## config.mk

```make
export PLATFORM = sky130hd
export DESIGN_NAME = recovery_code_gen
export DESIGN_NICKNAME = d
export VERILOG_FILES = /design/src/rtl/recovery_pkg.sv /design/src/rtl/recovery_code_gen_enc.sv /design/src/rtl/recovery_code_gen.sv
export SDC_FILE = /design/constraint.sdc
export NUM_CORES = 1
export LEC_CHECK = 0
export CORE_MARGIN = 8
export CORE_UTILIZATION = 47
export DETAILED_ROUTE_END_ITERATION = 12
export PLACE_DENSITY = 0.8
export SYNTH_ARGS = -nofsm -noshare
export SYNTH_HDL_FRONTEND = slang
export SYNTH_SLANG_ARGS = --single-unit
```

## constraint.sdc

```tcl
create_clock -name clk_i -period 6.8 [get_ports clk_i]
set_clock_uncertainty 0.1 [all_clocks]
set_input_delay 0.68 -clock clk_i [delete_from_list [all_inputs] [get_ports clk_i]]
set_output_delay 0.68 -clock clk_i [all_outputs]
set_load 0.01 [all_outputs]
```

## src/rtl/recovery_pkg.sv

```systemverilog
// Shared encodings, enums and instruction helpers for the procedural
// debug-mode recovery code generator.
package recovery_pkg;

  localparam logic [6:0]  OPC_LOAD      = 7'h03;
  localparam logic [6:0]  OPC_STORE     = 7'h23;
  localparam logic [6:0]  OPC_AUIPC     = 7'h17;
  localparam logic [2:0]  FUNCT3_WORD   = 3'd2;
  localparam logic [4:0]  REG_BASE      = 5'd1;
  localparam logic [11:0] CSR_DSCRATCH0 = 12'h7b2;

  localparam logic [31:0] DRET          = 32'h7b200073;
  localparam logic [31:0] NOP           = 32'h00000013;
  localparam logic [31:0] CSRW_DS0_X1   = {CSR_DSCRATCH0, 5'd1, 3'b001, 5'd0, 7'h73};
  localparam logic [31:0] CSRR_X2_DS0   = {CSR_DSCRATCH0, 5'd0, 3'b010, 5'd2, 7'h73};
  localparam logic [31:0] CSRR_X1_DS0   = {CSR_DSCRATCH0, 5'd0, 3'b010, 5'd1, 7'h73};

  typedef enum logic {MODE_RESTORE = 1'b0, MODE_SAVE = 1'b1} mode_e;
  typedef enum logic [1:0] {IDLE, ACTIVE, DONE} state_e;

  function automatic logic [31:0] enc_lw(input logic [4:0] rd, input logic [11:0] imm);
    return {imm, REG_BASE, FUNCT3_WORD, rd, OPC_LOAD};
  endfunction

  function automatic logic [31:0] enc_sw(input logic [4:0] rs2, input logic [11:0] imm);
    return {imm[11:5], rs2, REG_BASE, FUNCT3_WORD, imm[4:0], OPC_STORE};
  endfunction

  function automatic logic [31:0] enc_auipc(input logic [19:0] hi);
    return {hi, REG_BASE, OPC_AUIPC};
  endfunction

endpackage

```

## src/rtl/recovery_code_gen_enc.sv

```systemverilog
// Combinational stream decoder: word index + mode -> instruction word,
// plus flags for "index inside the stream" and "index is the dret word".
module recovery_insn_enc
  import recovery_pkg::*;
#(
  parameter int          NUM_REGS = 31,
  parameter logic [19:0] CKPT_HI  = 20'h10000
) (
  input  logic [29:0] idx_i,
  input  mode_e       mode_i,
  output logic [31:0] insn_o,
  output logic        last_o,
  output logic        in_range_o
);

  localparam logic [5:0]  N     = 6'(NUM_REGS);
  localparam logic [29:0] LEN_R = 30'(NUM_REGS + 2);
  localparam logic [29:0] LEN_S = 30'(NUM_REGS + 6);

  logic [29:0] len;
  logic [5:0]  sidx;
  logic [5:0]  sidx_p1;

  assign len        = (mode_i == MODE_SAVE) ? LEN_S : LEN_R;
  assign sidx       = idx_i[5:0];
  assign sidx_p1    = sidx + 6'd1;
  assign in_range_o = (idx_i < len);
  assign last_o     = in_range_o && (idx_i == len - 30'd1);

  // NOTE: every always_comb output gets a default first, so no path can infer a latch.
  always_comb begin
    insn_o = NOP;
    if (in_range_o) begin
      if (mode_i == MODE_RESTORE) begin
        if (sidx == 6'd0)      insn_o = enc_auipc(CKPT_HI);
        else if (sidx < N)     insn_o = enc_lw(sidx_p1[4:0], {4'b0, sidx_p1, 2'b00});
        else if (sidx == N)    insn_o = enc_lw(5'd1, 12'd4);
        else                   insn_o = DRET;
      end else begin
        // x1 is parked in dscratch0 first so it can serve as the base pointer.
        if (sidx == 6'd0)              insn_o = CSRW_DS0_X1;
        else if (sidx == 6'd1)         insn_o = enc_auipc(CKPT_HI);
        else if (sidx <= N)            insn_o = enc_sw(sidx[4:0], {4'b0, sidx, 2'b00});
        else if (sidx == N + 6'd1)     insn_o = CSRR_X2_DS0;
        else if (sidx == N + 6'd2)     insn_o = enc_sw(5'd2, 12'd4);
        else if (sidx == N + 6'd3)     insn_o = enc_lw(5'd2, 12'd8);
        else if (sidx == N + 6'd4)     insn_o = CSRR_X1_DS0;
        else                           insn_o = DRET;
      end
    end
  end

endmodule

```

## src/rtl/recovery_code_gen.sv

```systemverilog
// Debug-ROM window that serves the SAVE/RESTORE recovery stream, tracks
// sequence progress and counts completed RESTORE sequences.
module recovery_code_gen
  import recovery_pkg::*;
#(
  parameter logic [31:0] ROM_BASE = 32'h80,
  parameter int          NUM_REGS = 31,
  parameter logic [19:0] CKPT_HI  = 20'h10000,
  parameter int          CNT_W    = 16
) (
  input  logic             clk_i,
  input  logic             rst_i,
  input  logic             req_i,
  input  logic [31:0]      addr_i,
  input  logic             mode_i,
  output logic [31:0]      rdata_o,
  output logic             rvalid_o,
  output logic             err_o,
  output logic             busy_o,
  output logic             done_o,
  output logic [CNT_W-1:0] rec_cnt_o
);

  state_e           state_q, state_d;
  mode_e            mode_q, mode_d, dec_mode;
  logic [CNT_W-1:0] cnt_q, cnt_d;
  logic [31:0]      rdata_q, rdata_d, insn;
  logic             rvalid_q, err_q, err_d, done_q, done_d;
  logic [29:0]      idx;
  logic             below, misaligned, is_start, last, in_range, fetch_ok;

  assign below      = (addr_i < ROM_BASE);
  assign misaligned = |addr_i[1:0];
  assign idx        = addr_i[31:2] - ROM_BASE[31:2];
  assign is_start   = !below && (idx == 30'd0);

  // A start fetch re-samples the mode, so it is decoded with the incoming mode.
  assign dec_mode = (state_q == ACTIVE && !is_start) ? mode_q : mode_e'(mode_i);

  recovery_insn_enc #(
    .NUM_REGS (NUM_REGS),
    .CKPT_HI  (CKPT_HI)
  ) u_enc (
    .idx_i      (idx),
    .mode_i     (dec_mode),
    .insn_o     (insn),
    .last_o     (last),
    .in_range_o (in_range)
  );

  assign fetch_ok = req_i && !below && !misaligned && in_range;

  always_comb begin
    state_d = state_q;
    mode_d  = mode_q;
    cnt_d   = cnt_q;
    done_d  = 1'b0;
    rdata_d = req_i ? (fetch_ok ? insn : NOP) : '0;
    err_d   = req_i && !fetch_ok;
    if (fetch_ok) begin
      if (is_start) begin
        state_d = ACTIVE;
        mode_d  = mode_e'(mode_i);
      end else if (last && state_q == ACTIVE) begin
        state_d = DONE;
        done_d  = 1'b1;
        if (mode_q == MODE_RESTORE && cnt_q != {CNT_W{1'b1}}) cnt_d = cnt_q + 1'b1;
      end
    end
  end

  // NOTE: sequential state uses non-blocking assignments so every register samples pre-edge values.
  always_ff @(posedge clk_i) begin
    if (rst_i) begin
      state_q  <= IDLE;
      mode_q   <= MODE_RESTORE;
      cnt_q    <= '0;
      rdata_q  <= '0;
      rvalid_q <= 1'b0;
      err_q    <= 1'b0;
      done_q   <= 1'b0;
    end else begin
      state_q  <= state_d;
      mode_q   <= mode_d;
      cnt_q    <= cnt_d;
      rdata_q  <= rdata_d;
      rvalid_q <= req_i;
      err_q    <= err_d;
      done_q   <= done_d;
    end
  end

  assign rdata_o   = rdata_q;
  assign rvalid_o  = rvalid_q;
  assign err_o     = err_q;
  assign done_o    = done_q;
  assign busy_o    = (state_q == ACTIVE);
  assign rec_cnt_o = cnt_q;

endmodule

```

==> run summary <==
================================================================================
Cell Area, Placed .................................................     3652 um2
Post-route antenna net violation count ............................            0
Horizontal die dimension ..........................................     94.00 um
Tot GR Track Use ..................................................       17.08%
Depth of the CTS H-tree ...........................................            2
Cell area after synthesis .........................................     2859 um2
CTS tree ..........................................................        built
Top library cells by usage in the layout, fill and taps aside ..... clkdlybuf4s50_1, dfxtp_1, nor2_1
Total of warnings raised by yosys .................................            0
Max stage delay on crit path ......................................      0.48 ns
Setup_tns .........................................................         0 ns
Port-buffer cells .................................................           80
Data required, critical path ......................................      6.89 ns
Mean Syn Cell Area ................................................    8.145 um2
Number of buffers added by the clock tree synthesis step ..........            5
Commonest non-fill, non-tap cell in the layout .................... clkdlybuf4s50_1
Final RePlAce weighted congestion .................................       0.8816
Main area contributors after synthesis ............................ dfxtp_1, nor2_1, nor3_1
Grt ovf ...........................................................            0
Run status ........................................................ finished, final reports clean
Classification of the worst setup path ............................       in2reg
Fraction of registers with async set/reset ........................           0%
Final Core Density ................................................       64.12%
DR pass1 iterations ...............................................            5
Count of mapped cells out of synthesis ............................          351
Post-synth EDFFs ..................................................            0
Area used by sequential logic in the layout .......................    880.8 um2
Master cell of the clock root buffer ..............................     clkbuf_8
Overall routed net length .........................................     7.613 mm
Pins Over Slew Limit ..............................................            0
Initial cell density of the core ..................................       48.58%
Antenna violations before repair ..................................            0
Maximum vdd drop ..................................................  0.0001209 V
Transition time at the pin with the least slew margin .............     1.226 ns
Multi-input gate area in the final layout .........................     1794 um2
Count of inserted antenna diode cells .............................            0
Vias after detailed routing .......................................         2845
Routed length per instance ........................................     15.26 um
Die Span Y ........................................................     94.00 um
Synthesized flop and latch total ..................................           44
Placement Rows ....................................................           28
Synth-to-layout area growth .......................................       31.99%
Area of the placeable core ........................................     5886 um2
Worst-case headroom to the max-slew limit .........................       17.73%
Maximum frequency from static timing analysis .....................    168.4 MHz
Sequential element share of the synthesized area ..................       30.81%
Setup slack after placement .......................................    0.6192 ns
Setup bufs post-CTS ...............................................            0
Max_cap viols .....................................................            0
Maximum number of pins on one net before global-route repair ......           28
Via-per-instance ratio ............................................        5.701
Static leakage power ..............................................     1.316 nW
Number of DRC violations after detailed-routing iteration 0 .......          328
Dominant register cell in the synthesized netlist .................      dfxtp_1
IO Pins ...........................................................           88
Unrepaired setup endpoints after global routing ...................           no
Fraction of final layout cells with drive strength greater than 1 .       9.198%
Cell area after layout ............................................     3774 um2
Filler instances ..................................................          509
Ordered list of cells on the worst path ........................... clkdlybuf4s50_1 > clkinv_1 > ha_1 > or3b_2 > a31oi_1 > o32a_1 > nor3_1 > o21ai_0 > nor3_4 > buf_4 > ha_1 > a2111oi_0 > o211ai_1 > nor3_1 > nand3_4 > nor3_4 > nand3_1 > mux2_4
DRC Markers .......................................................            0
Cell type with the highest aggregate area in the netlist ..........      dfxtp_1
Estimated wirelength of the detail-placed design ..................     5.898 mm
Number of hold buffers added after CTS ............................            0
Share of the clock period used by the worst path ..................       87.33%
Slowest stage cell, crit path ..................................... clkdlybuf4s50_1
Number of global-route vias before repair .........................         2684
NumNets Final .....................................................          467
Highest net fanout along the worst path ...........................           27
Final cell count without fillers ..................................          499
Area share of the leading cell type in the synthesized netlist ....       30.81%
Post-route worst hold slack .......................................    0.3967 ns
Clk buf depth .....................................................            2
Critical path endpoint category ...................................    flip-flop
Count of unique library cells instantiated by Yosys ...............           65
Die ar. ...........................................................     8835 um2
Startpoint type of the worst setup path ........................... primary input
Total count of hold-check failures in the final report ............            0
Kind of path behind the tightest hold check .......................      reg2reg
Clk_lat worst skew ................................................      0.29 ns
Total power divided by cell area .................................. 146.0 nW/um2
TritonCTS sink count ..............................................           44
Number of gates resized after cts .................................            0
Final worst slack .................................................    0.8614 ns
Global-route wire length before repair ............................     12.52 mm
Min cycle time layout .............................................     5.939 ns
Post-placement cell count .........................................          491
Final setup violating endpoints ...................................            0
Clock slew at reported path FFs ...................................      0.08 ns
Data arrival at the endpoint of the critical path .................      6.03 ns
Post-layout total power ...........................................     551.1 uW
================================================================================
==> sequential cells by signal (all words and copies together), names as in the netlist <==
signal	cells
rdata_o	22
rec_cnt_o	16
state_q	2
done_o	1
err_o	1
mode_q	1
rvalid_o	1
==> Yosys cell counts (all sizes together), types with 2 or more instances <==
cell / number
dfxtp: 44
nor2: 39
nand2: 23
nor3: 23
a21oi: 21
nor4: 18
nand3: 16
buf: 13
inv: 13
o21ai: 13
clkbuf: 12
xnor2: 11
nand4: 9
or3: 9
ha: 8
and3: 5
nor2b: 5
xor2: 5
a31o: 4
a31oi: 4
nor4b: 4
or4: 4
a2111oi: 3
a211oi: 3
and2: 3
and4: 3
o211ai: 3
or2: 3
a21boi: 2
a21o: 2
and4b: 2
mux2: 2
mux2i: 2
nand2b: 2
o31ai: 2
o32a: 2
o41ai: 2
==> where the power goes <==
group	switching [mW]	internal (mW)	leakage (nW)
Combinational	0.0445	0.0377	0.899
Sequential	0.000352	0.259	0.355
Clock	0.0897	0.120	0.0614
==> cell families (layout without fill, tap and decap cells) <==
family,Yosys count,after routing,synth area share [%]
simple gates,172,172,35.75
compound gates,67,67,16.06
flops,44,44,30.81
buf+inv,39,106,7.221
xor+xnor,16,16,4.901
fa+ha+maj,8,8,3.501
mux,4,4,1.619
other cells,1,7,0.1312
==> layout make-up <==
type / instances / share of cell area, %
clock buffers: 6 / 2.188
repair buffers: 84 / 22.02
flip-flops and latches: 44 / 23.34
multi-input cells: 274 / 47.55
inverters: 14 / 1.393
well taps: 75 / 2.487
clock inverters: 2 / 1.028
==> worst max-delay path, delay by kind of cell <==
family	cells	cell delay, ns
buffers and inverters	3	0.97
and+or+nand+nor	7	2.16
AOI/OAI and AO/OA	5	1.29
muxes	1	0.31
adders and majority gates	2	0.60
==> path summary, 6_finish.rpt <==
path / startpoint / end / slack [ns] / cells after the start
worst max-delay path: addr_i[7] / rec_cnt_o[5]$_SDFFE_PP0P_ / 0.86 / 18
worst min-delay path: state_q[0]$_SDFFE_PP0P_ / state_q[0]$_SDFFE_PP0P_ / 0.40 / 2
worst max register to register: state_q[1]$_SDFFE_PP0P_ / rec_cnt_o[5]$_SDFFE_PP0P_ / 2.62 / 14
worst min register to register: state_q[0]$_SDFFE_PP0P_ / state_q[0]$_SDFFE_PP0P_ / 0.40 / 2
==> per-layer routing <==
metal  GRT usage, %  vias to the layer above  wire, um
li1               -                     1415         -
met1          20.92                     1277      3226
met2          28.94                      139      3574
met3          3.677                       14       698
met4          5.416                        0       114
met5              0                        -         0
No activity file was read; power rests on OpenSTA's default activity.
